## config.mk

```make
export PLATFORM = sky130hd
export DESIGN_NAME = popcount_seq
export DESIGN_NICKNAME = d
export VERILOG_FILES = /design/src/rtl/popcount_seq.sv
export SDC_FILE = /design/constraint.sdc
export NUM_CORES = 1
export LEC_CHECK = 0
export CELL_PAD_IN_SITES_DETAIL_PLACEMENT = 0
export CELL_PAD_IN_SITES_GLOBAL_PLACEMENT = 1
export CORE_MARGIN = 2
export CORE_UTILIZATION = 24
export DETAILED_ROUTE_END_ITERATION = 12
export PLACE_DENSITY = 0.68
export SYNTH_ARGS = -nofsm -noshare
export SYNTH_HDL_FRONTEND = slang
export SYNTH_SLANG_ARGS = --single-unit
```

## constraint.sdc

```tcl
create_clock -name clk -period 4.2 [get_ports clk]
set_input_delay 0.84 -clock clk [delete_from_list [all_inputs] [get_ports clk]]
set_output_delay 0.84 -clock clk [all_outputs]
set_load 0.05 [all_outputs]
```

## src/rtl/popcount_seq.sv

```systemverilog
// Multi-cycle bit-count unit: popcount / zero-count / Hamming distance / parity,
// scanning CHUNK bits per cycle. Define HAM_DIST_EN to enable the a^b mode.
module popcount_seq_chunk #(
    parameter int CHUNK = 8,
    parameter int PW    = $clog2(CHUNK + 1)
) (
    input  logic [CHUNK-1:0] bits,
    output logic [PW-1:0]    cnt
);
    always_comb begin
        cnt = '0;
        for (int i = 0; i < CHUNK; i++) cnt = cnt + PW'(bits[i]);
    end
endmodule

module popcount_seq #(
    parameter int WIDTH = 32,
    parameter int CHUNK = 8,
    parameter int OUT_W = 32
) (
    input  logic             clk,
    input  logic             rst,
    input  logic             start,
    input  logic [1:0]       mode,
    input  logic [WIDTH-1:0] a,
    input  logic [WIDTH-1:0] b,
    output logic             busy,
    output logic             done,
    output logic [OUT_W-1:0] s
);
    localparam int NCH = WIDTH / CHUNK;
    localparam int CW  = $clog2(WIDTH + 1);
    localparam int PW  = $clog2(CHUNK + 1);
    localparam int IW  = (NCH > 1) ? $clog2(NCH) : 1;

    typedef enum logic [1:0] {S_IDLE, S_RUN, S_DONE} state_t;

    state_t           state;
    logic [WIDTH-1:0] shreg;
    logic [CW-1:0]    acc;
    logic [IW-1:0]    idx;
    logic [1:0]       mode_q;
    logic [WIDTH-1:0] op;
    logic [PW-1:0]    chunk_cnt;
    logic [CW-1:0]    acc_nxt;

    // Operand selection happens once, at accept; the scan only ever sees shreg.
    always_comb begin
        op = a;
        case (mode)
            2'b01:   op = ~a;
`ifdef HAM_DIST_EN
            2'b10:   op = a ^ b;
`endif
            default: op = a;
        endcase
    end

`ifndef HAM_DIST_EN
    logic unused_b;
    assign unused_b = ^b;
`endif

    popcount_seq_chunk #(.CHUNK(CHUNK), .PW(PW)) u_chunk (
        .bits (shreg[CHUNK-1:0]),
        .cnt  (chunk_cnt)
    );

    assign acc_nxt = acc + CW'(chunk_cnt);

    always_ff @(posedge clk) begin
        if (rst) begin
            state  <= S_IDLE;
            busy   <= 1'b0;
            done   <= 1'b0;
            s      <= '0;
            acc    <= '0;
            shreg  <= '0;
            idx    <= '0;
            mode_q <= '0;
        end else begin
            case (state)
                S_IDLE, S_DONE: begin
                    done <= 1'b0;
                    if (start) begin
                        shreg  <= op;
                        acc    <= '0;
                        idx    <= '0;
                        mode_q <= mode;
                        state  <= S_RUN;
                        busy   <= 1'b1;
                    end else begin
                        state  <= S_IDLE;
                        busy   <= 1'b0;
                    end
                end
                S_RUN: begin
                    acc   <= acc_nxt;
                    shreg <= shreg >> CHUNK;
                    idx   <= idx + 1'b1;
                    if (idx == IW'(NCH - 1)) begin
                        // Parity is the LSB of the full count.
                        if (mode_q == 2'b11) s <= OUT_W'(acc_nxt[0]);
                        else                 s <= OUT_W'(acc_nxt);
                        state <= S_DONE;
                        busy  <= 1'b0;
                        done  <= 1'b1;
                    end
                end
                default: begin
                    state <= S_IDLE;
                    busy  <= 1'b0;
                    done  <= 1'b0;
                end
            endcase
        end
    end
endmodule

```

==> run metrics, run 1 <==
Tmin final between 3 and 4 ns; Tcrit/Tclk final 91.5%; vias approximately 2.5k; GPL Wtd Cong about 0.72; Worst Setup End Kind flop; Top cell by count, worst path fa_1; diodes inserted 0; RSZ-0062 raised after global routing no; Post-synth top flop dfxtp_1; Setup crit start shreg[1]; GRT Total Usage 10.2%; CP startpoint kind flop; Storage cell area roughly 1000 sq um; YS warnings 0; first-pass GRT wire length roughly 12000 microns; Max-Cap Viols 0; CTS Sinks 52; ANT nets after route 0; reg2reg start shreg[1]; Synth cell types 38; post-CTS sizing 0; WP data required ~4.4 ns; CP max-delay cell fa_1; slowest stage delay, CP between 0.5 and 0.6 ns; synth top area cells dfxtp_1 (33%), a21oi_1 (8.3%), mux2i_1 (7.5%); Setup CP Type reg2reg; Internal 0.000928 W; largest net degree at the start of global routing 56; Gate Count Post-Synth around 380; drt first-iter violations 73; Switch Pwr 0.000433 W; worst hold start s[0]; Std-Cell Rows 42; Remaining DRCs 0; Cell Count Post-Placement between 500 and 600; initial antenna violation count 0; root buf cell clkbuf_16; #FFs+latches synth between 50 and 60; Num CTS Buffers 5; first drt pass iteration count 4; clk_skew around 0.0064 ns; drt total wl 7080 microns; HP Class reg2reg; worst skew pair latency 0.29 ns; I/O pin count ~100; Die Area between 10000 and 15000 sq um; Min-Delay Endpoint s[0]; Slew Limit Fails 0; VDD IR max roughly 0.00015 V; EDFF count, synth 0; multi-input logic area roughly 1900 sq um; DP HPWL roughly 5000 microns; Comb pwr share 28.1%; Final #Nets roughly 490; number of port buffers 44; status finished clean; FF-to-FF End acc[3]; share of the synthesized area in the top cell type approximately 33%; Mapped Area 3190 sq um; Via-to-Cell Ratio approximately 4.4; die width between 100 and 150 microns; Setup Viol. Count Final 0; Async SR Flop Fraction 0%; share of post-route cells with drive strength above 1 under 10%; Post CTS Setup Buffer Count 0; final std cells w/o fill ~580; worst reg2reg setup slack approximately 0.36 ns; post-DR wirelength/cell 12.2 microns; area grow syn2layout 19.5%; Max Root-Sink Buffers 2; Min-Delay Path Depth 2; Seq/Total Area, Yosys approximately a third; vias in the first global route between 2k and 2.5k; relative max-transition margin between 30% and 40%; Synth area leader dfxtp_1; Arrival @ worst endpoint roughly 4 ns; FF-to-FF path depth 12; Starting Density between 20 and 25%; Final Hold Fails 0; chip height between 100 and 150 microns; PD cells 356 nW/um^2; hold_buf cts 0; leak pwr 1.46 nW; total gr overflow 0; Clock Pin Slew Worst Setup and Hold Paths ~0.07 ns; Core ar. about 13000 sq um; Sw Ratio 31.8%; setup_tns 0 ns; htree depth 2; Crit Path Max Fanout 4; Mapped Avg Cell Area between 8 and 9 sq um; worst path cell trace ha_1 > inv_1 > fa_1 > fa_1 > fa_1 > fa_1 > inv_1 > ha_1 > a21o_1 > a21oi_1 > nor4_1 > a211o_1; Fillers about 1.4k; fmax 0.260 GHz; TritonCTS clock tree yes; Clock power frac 30.7%; Tot Pwr approximately 0.0014 W; worst slew pin tran slightly above 1 ns; pre-CTS setup slack 0.356 ns; Seq pwr share 41.2%; post-layout util 29.1%; Setup WS post-layout approximately 0.36 ns
## routing by layer
layer | up-vias | wire (microns) | track usage [%]
met2 | 56 | 3270 | 17.2
li1 | 1288 | - | -
met5 | - | 0 | 0
met4 | 0 | 122 | 3.60
met1 | 1183 | 3470 | 13.2
met3 | 8 | 227 | 1.72
## worst max-delay path: cells and delay by family (launching register included)
| family | cells | cell delay [ns] |
|---|---|---|
| compound gates | 3 | 0.81 |
| fa+ha+maj | 6 | 2.43 |
| simple gates | 1 | 0.08 |
| buf+inv | 2 | 0.10 |
| flops | 1 | 0.33 |
## worst max path at each step
stage               slack, ns  endpoint  cells past startpoint
detailed placement       0.36    acc[3]                     12
floorplan                0.59    acc[3]                     12
global placement         0.38    acc[3]                     12
global route             0.20    acc[4]                     12
CTS                      0.34    acc[3]                     12
finish                   0.36    acc[3]                     12
## power by group through the flow
stage | Combinational (W) | Clock, W | Sequential, W
floorplan | 0.000313 | 0 | 0.000565
global placement | 0.000380 | 0 | 0.000571
detailed placement | 0.000387 | 0 | 0.000572
CTS | 0.000388 | 0.000432 | 0.000561
global route | 0.000428 | 0.000449 | 0.000566
finish | 0.000382 | 0.000418 | 0.000561
## metrics by stage
| step | hold slack, ns | area (sq um) |
|---|---|---|
| 2_1_floorplan | 0.452 | 3290 |
| 6_report | 0.459 | 3820 |
| 4_1_cts | 0.461 | 3820 |
| 5_1_grt | 0.500 | 3820 |
| 3_3_place_gp | 0.455 | 3670 |
| 3_5_place_dp | 0.451 | 3670 |
## synth_stat cells, types with 2 or more instances
cell type / n
nand3_1: 5
nand4_1: 3
nand2_1: 5
a211o_1: 2
buf_4: 27
buf_2: 11
mux2i_1: 24
a21o_1: 3
a21oi_1: 53
nor2b_1: 6
buf_1: 3
xor2_1: 10
nor2_1: 49
fa_1: 5
xnor2_1: 25
o21a_1: 23
inv_1: 16
ha_1: 8
nor3_1: 3
dfxtp_1: 52
a22oi_1: 15
o21ai_0: 2
clkbuf_1: 13
## state kept, by name, indices dropped and copies added, names as in the netlist
signal,count
shreg,32
acc,6
s,6
idx,2
mode_q,2
state,2
busy,1
done,1
## logic make-up (layout without fill, tap and decap cells)
logic type / count (synthesis) / in the layout / synth area share [%]
buffers and inverters: 71 / 74 / 12.2
AND/OR/NAND/NOR: 81 / 81 / 12.1
adder cells (fa/ha/maj): 13 / 13 / 6.27
other: 1 / 26 / 0.117
flip-flops: 52 / 52 / 32.6
XOR/XNOR: 35 / 35 / 9.60
multiplexers: 24 / 24 / 7.52
AO/OA/AOI/OAI: 101 / 101 / 19.6
## final cells by class
| cell class | instances | share of cell area, % |
|---|---|---|
| Tap cell | 176 | 5.77 |
| Multi-Input combinational cell | 280 | 48.9 |
| Clock inverter | 1 | 0.197 |
| Clock buffer | 7 | 3.74 |
| Timing Repair Buffer | 50 | 12.6 |
| Inverter | 16 | 1.57 |
| Sequential cell | 52 | 27.3 |
## cells in the final DEF, fill, tap and decap left out, types with 6 or more instances in the layout
master,Yosys,layout
a21oi_1,53,53
a22oi_1,15,15
buf_4,27,6
clkdlybuf4s50_1,0,43
conb_1,1,26
dfxtp_1,52,52
ha_1,8,8
inv_1,16,16
mux2i_1,24,24
nor2_1,49,49
o21a_1,23,23
xnor2_1,25,25
xor2_1,10,10
No activity file was read; power rests on OpenSTA's default activity.
==> run 2: changes to the inputs <==
clock period = 4.9 ns   (was 4.2 ns; I/O delays follow)
==> run 2 against run 1 <==
Effect of this change:
- via count rose by 0.32%
- non-clock buffer count fell by 2
- highest routed layer unchanged
- sequential share of layout area barely moved
- fmax fell by 1.7%
- critical path depth did not move
- critical endpoint unchanged
- global-route usage barely moved
- largest power group unchanged
- routed wire length fell by 0.89%
==> run metrics, run 2 (same netlist as run 1, synthesis figures left out) <==
Sw Ratio 30.8% (was 31.8%); WP data required 5.08 ns (was 4.38 ns); root buf cell clkbuf_16 (unchanged); Seq pwr share 40.0% (was 41.2%); htree depth 2 (unchanged); worst reg2reg setup slack 0.99 ns (was 0.36 ns); Num CTS Buffers 5 (unchanged); vias in the first global route 2379 (was 2404); Via-to-Cell Ratio 4.38 (was 4.36); Setup CP Type reg2reg (unchanged); Final Hold Fails 0 (unchanged); Max Root-Sink Buffers 2 (unchanged); final std cells w/o fill 580 (was 582); initial antenna violation count 0 (unchanged); post-layout util 29.0% (was 29.1%); Largest regs shreg: 32 flops, acc: 6 flops, s: 6 flops (unchanged); reg2reg start shreg[1] (unchanged); I/O pin count 103 (unchanged); post-DR wirelength/cell 12.1 microns (was 12.2 microns); chip height 119 microns (unchanged); number of port buffers 44 (unchanged); hold_buf cts 0 (unchanged); clk_skew 0.00608 ns (was 0.00640 ns); TritonCTS clock tree yes (unchanged); Arrival @ worst endpoint 4.09 ns (was 4.03 ns); worst hold slack 0.463 ns (was 0.459 ns); FF-to-FF End acc[3] (unchanged); post-CTS sizing 0 (unchanged); worst hold start s[0] (unchanged); Slew Limit Fails 0 (unchanged); Core ar. 13100 sq um (unchanged); RSZ-0062 raised after global routing no (unchanged); DP HPWL 4910 microns (was 5000 microns); Fillers 1426 (was 1437); Tmin final 3.91 ns (was 3.84 ns); total gr overflow 0 (unchanged); worst skew pair latency 0.29 ns (about the same); worst slew pin tran 1.14 ns (was 1.03 ns); share of post-route cells with drive strength above 1 3.71% (was 4.19%); Max-Cap Viols 0 (unchanged); Crit Path Max Fanout 4 (unchanged); Post CTS Setup Buffer Count 0 (unchanged); Switch Pwr 0.000371 W (was 0.000433 W); Clock Pin Slew Worst Setup and Hold Paths 0.07 ns (about the same); vias 2543 (was 2535); largest net degree at the start of global routing 56 (unchanged); ANT nets after route 0 (unchanged); max FFs per register 32 (unchanged); Min-Delay Path Depth 2 (unchanged); drt first-iter violations 156 (was 73); Clock power frac 32.6% (was 30.7%); Die Area 14200 sq um (unchanged); Cell Count Post-Placement 572 (was 574); first drt pass iteration count 4 (unchanged); area grow syn2layout 19.5% (about the same); CP startpoint kind flop (unchanged); diodes inserted 0 (unchanged); first-pass GRT wire length 11800 microns (was 11700 microns); Final #Nets 485 (was 487); setup_tns 0 ns (unchanged); Remaining DRCs 0 (unchanged); GRT Total Usage 10.2% (about the same); relative max-transition margin 23.7% (was 31.5%); PD cells 315 nW/um^2 (was 356 nW/um^2); die width 119 microns (unchanged); fmax 0.256 GHz (was 0.260 GHz); Internal 0.000832 W (was 0.000928 W); Starting Density 24.3% (unchanged); VDD IR max 0.000162 V (was 0.000154 V); leak pwr 1.46 nW (about the same); Tcrit/Tclk final 79.8% (was 91.5%); Comb pwr share 27.5% (was 28.1%); CTS Sinks 52 (unchanged); FF-to-FF path depth 12 (unchanged); HP Class reg2reg (unchanged); most frequent cells in the layout a21oi_1 (53), dfxtp_1 (52), nor2_1 (49) (unchanged); Min-Delay Endpoint s[0] (unchanged); Std-Cell Rows 42 (unchanged); Worst Setup End Kind flop (unchanged); commonest non-fill, non-tap cell in the layout a21oi_1 (unchanged); GPL Wtd Cong 0.718 (was 0.725); Biggest register shreg (unchanged); drt total wl 7020 microns (was 7080 microns); status finished clean (unchanged); Setup Viol. Count Final 0 (unchanged)
-- run 2: cell types whose count changed in the layout (fill, tap and decap cells not counted), sizes merged --
cell	previous run	this run
clkinv	0	1
bufinv	0	1
clkinvlp	1	0
buf	7	5
clkbuf	7	6
-- run 2: how the worst max path moves through the flow --
stage | startpoint | endpoint | slack [ns]
after floorplan | shreg[0] | acc[3] | 1.29
after global placement | shreg[0] | acc[3] | 1.06
after detailed placement | shreg[1] | acc[3] | 1.00
after CTS | shreg[1] | acc[3] | 0.99
after global routing | shreg[0] | acc[3] | 0.80
final | shreg[1] | acc[3] | 0.99
-- run 2: worst max-delay path: stages, from the launching register on --
cell	delay, ns
dfxtp_1	0.33
ha_1	0.28
inv_1	0.05
fa_1	0.50
fa_1	0.43
fa_1	0.41
fa_1	0.55
inv_1	0.07
ha_1	0.28
a21o_1	0.21
a21oi_1	0.33
nor4_1	0.08
a211o_1	0.29
-- run 2: power groups by stage --
stage	Clock [W]	Sequential, W	Combinational (W)
2_1_floorplan	0	0.000484	0.000269
3_3_place_gp	0	0.000490	0.000324
3_5_place_dp	0	0.000491	0.000331
4_1_cts	0.000405	0.000481	0.000332
5_1_grt	0.000421	0.000486	0.000373
6_report	0.000392	0.000481	0.000330
-- run 2: area by class of cell --
cell class | count | area (sq um) | area share, %
clock buffers | 6 | 129 | 3.38
clock inverters | 2 | 35.0 | 0.918
inverters | 16 | 60.1 | 1.57
multi-input cells | 280 | 1870 | 48.9
flip-flops and latches | 52 | 1040 | 27.3
well taps | 176 | 220 | 5.77
repair buffers | 48 | 465 | 12.2
-- run 2: metrics by stage --
stage / instance area [sq um] / power [W] / setup slack [ns]
final: 3820 / 0.00120 / 0.990
after global routing: 3820 / 0.00128 / 0.799
after CTS: 3820 / 0.00122 / 0.991
after detailed placement: 3650 / 0.000822 / 1.00
after global placement: 3650 / 0.000814 / 1.06
after floorplan: 3290 / 0.000753 / 1.29
-- run 2: routing by layer --
| metal | up-vias | global-route usage (%) | share of wire, % |
|---|---|---|---|
| li1 | 1285 | - | - |
| met1 | 1176 | 13.7 | 47 |
| met2 | 72 | 16.3 | 46 |
| met3 | 10 | 1.87 | 4.1 |
| met4 | 0 | 3.97 | 2.5 |
| met5 | - | 0 | 0 |
==> run 3: changes to the inputs <==
clock period = 4.1 ns   (was 4.9 ns; I/O delays follow)
==> run 3 against run 2 <==
Effect of this change:
- combinational power grew 18%
- via count shrank 1.1%
- worst hold slack got worse by 0.0024 ns
- worst setup slack got worse by 0.73 ns
- largest cell class unchanged
- highest routed layer unchanged
==> run metrics, run 3 (same netlist as run 1, synthesis figures left out) <==
CP startpoint kind flop (unchanged); Min-Delay Path Depth 2 (unchanged); initial antenna violation count 0 (unchanged); vias in the first global route 2367 (was 2379); Min-Delay Endpoint s[0] (unchanged); Post CTS Setup Buffer Count 0 (unchanged); Via-to-Cell Ratio 4.33 (was 4.38); CTS Sinks 52 (unchanged); post-DR wirelength/cell 12.1 microns (about the same); root buf cell clkbuf_16 (unchanged); Tmin final 3.84 ns (was 3.91 ns); RSZ-0062 raised after global routing no (unchanged); first drt pass iteration count 5 (was 4); worst hold start s[0] (unchanged); GRT Total Usage 10.1% (was 10.2%); HP Class reg2reg (unchanged); Clock Pin Slew Worst Setup and Hold Paths 0.08 ns (was 0.07 ns); Largest regs shreg: 32 flops, acc: 6 flops, s: 6 flops (unchanged); diodes inserted 0 (unchanged); Fillers 1450 (was 1426); met3 GRT Util 1.39% (was 1.87%); post-CTS sizing 0 (unchanged); htree depth 2 (unchanged); VDD IR max 0.000162 V (about the same); largest net degree at the start of global routing 56 (unchanged); Final Hold Fails 0 (unchanged); setup_tns 0 ns (unchanged); Setup CP Type reg2reg (unchanged); drt first-iter violations 130 (was 156); DP HPWL 4980 microns (was 4910 microns); Remaining DRCs 0 (unchanged); relative max-transition margin 33.7% (was 23.7%); GPL Wtd Cong 0.726 (was 0.718); Final #Nets 486 (was 485); TritonCTS clock tree yes (unchanged); worst skew pair latency 0.30 ns (was 0.29 ns); hold_buf cts 0 (unchanged); Biggest register shreg (unchanged); I/O pin count 103 (unchanged); multi-input logic area 1870 sq um (unchanged); fmax 0.260 GHz (was 0.256 GHz); vias 2515 (was 2543); most frequent cells in the layout a21oi_1 (53), dfxtp_1 (52), nor2_1 (49) (unchanged); PD cells 365 nW/um^2 (was 315 nW/um^2); Max Root-Sink Buffers 2 (unchanged); Max-Cap Viols 0 (unchanged); first-pass GRT wire length 11700 microns (was 11800 microns); commonest non-fill, non-tap cell in the layout a21oi_1 (unchanged); Setup Viol. Count Final 0 (unchanged); Tcrit/Tclk final 93.6% (was 79.8%); total gr overflow 0 (unchanged); clk_skew 0.00996 ns (was 0.00608 ns); Top Usage Layer GRT met2 (unchanged); Storage cell area 1040 sq um (unchanged); leak pwr 1.45 nW (was 1.46 nW); Num CTS Buffers 5 (unchanged); Std-Cell Rows 42 (unchanged); Worst Setup End Kind flop (unchanged); Cell Count Post-Placement 573 (was 572); FF-to-FF path depth 12 (unchanged); ANT nets after route 0 (unchanged); met1 global-route usage 13.7% (about the same); worst reg2reg setup slack 0.26 ns (was 0.99 ns); Slew Limit Fails 0 (unchanged); chip height 119 microns (unchanged); area grow syn2layout 19.2% (was 19.5%); Core ar. 13100 sq um (unchanged); final std cells w/o fill 581 (was 580); max FFs per register 32 (unchanged); met2 Usage GRT 16.7% (was 16.3%); drt total wl 7050 microns (was 7020 microns); reg2reg start shreg[1] (unchanged); worst slew pin tran 0.995 ns (was 1.14 ns); Die Area 14200 sq um (unchanged); Crit Path Max Fanout 4 (unchanged); FF-to-FF End acc[4] (was acc[3]); status finished clean (unchanged); WP data required 4.32 ns (was 5.08 ns); number of port buffers 44 (unchanged); Arrival @ worst endpoint 4.06 ns (was 4.09 ns); die width 119 microns (unchanged); Starting Density 24.3% (unchanged); share of post-route cells with drive strength above 1 4.20% (was 3.71%)
run 3: cell types whose count changed in the layout (fill, tap and decap cells not counted):
cell and change:
bufinv_16 -1, clkbuf_1 -1, clkinvlp_4 +1, inv_6 +1, buf_4 +1
run 3: cell type report:
type	count	share of cell area, %
timing repair buffer	49	12.4
multi-input combinational	280	49.0
clock inverter	3	0.559
tap	176	5.79
sequential	52	27.4
inverter	16	1.58
clock buffer	5	3.29
run 3: how the worst max path moves through the flow:
stage                         from     end  cells past startpoint
final                     shreg[1]  acc[4]                     12
after global routing      shreg[1]  acc[4]                     12
after CTS                 shreg[0]  acc[4]                     12
after detailed placement  shreg[0]  acc[4]                     12
after global placement    shreg[0]  acc[3]                     12
after floorplan           shreg[0]  acc[3]                     12
run 3: metal layers:
metal  wire length, microns  vias up
li1                       -     1278
met1                   3420     1174
met2                   3270       55
met3                    250        8
met4                    109        0
met5                      0        -
run 3: worst max-delay path, cell delays in order, from the launching register on:
cell	delay, ns
dfxtp_1	0.33
ha_1	0.27
inv_1	0.04
fa_1	0.49
fa_1	0.43
fa_1	0.42
fa_1	0.39
xnor2_1	0.23
ha_1	0.32
nor2b_1	0.14
o21ai_0	0.35
nand4_1	0.15
a31oi_1	0.19
run 3: metrics by stage:
step	cell area, sq um	setup slack, ns	power [W]	util, %	hold slack, ns
after floorplan	3290	0.494	0.000900	-	0.452
after detailed placement	3660	0.250	0.000983	27.9	0.451
after global routing	3810	0.0435	0.00148	29.0	0.500
after CTS	3810	0.237	0.00141	29.0	0.462
final	3810	0.261	0.00139	29.0	0.461
after global placement	3660	0.282	0.000973	27.9	0.455
run 3: power breakdown:
group | leakage [nW] | internal [W] | total (W) | switching [W]
sequential | 0.428 | 0.000545 | 0.000575 | 0.0000295
combinational | 0.952 | 0.000160 | 0.000390 | 0.000230
clock | 0.0702 | 0.000228 | 0.000425 | 0.000197
total | 1.45 | 0.000933 | 0.00139 | 0.000456
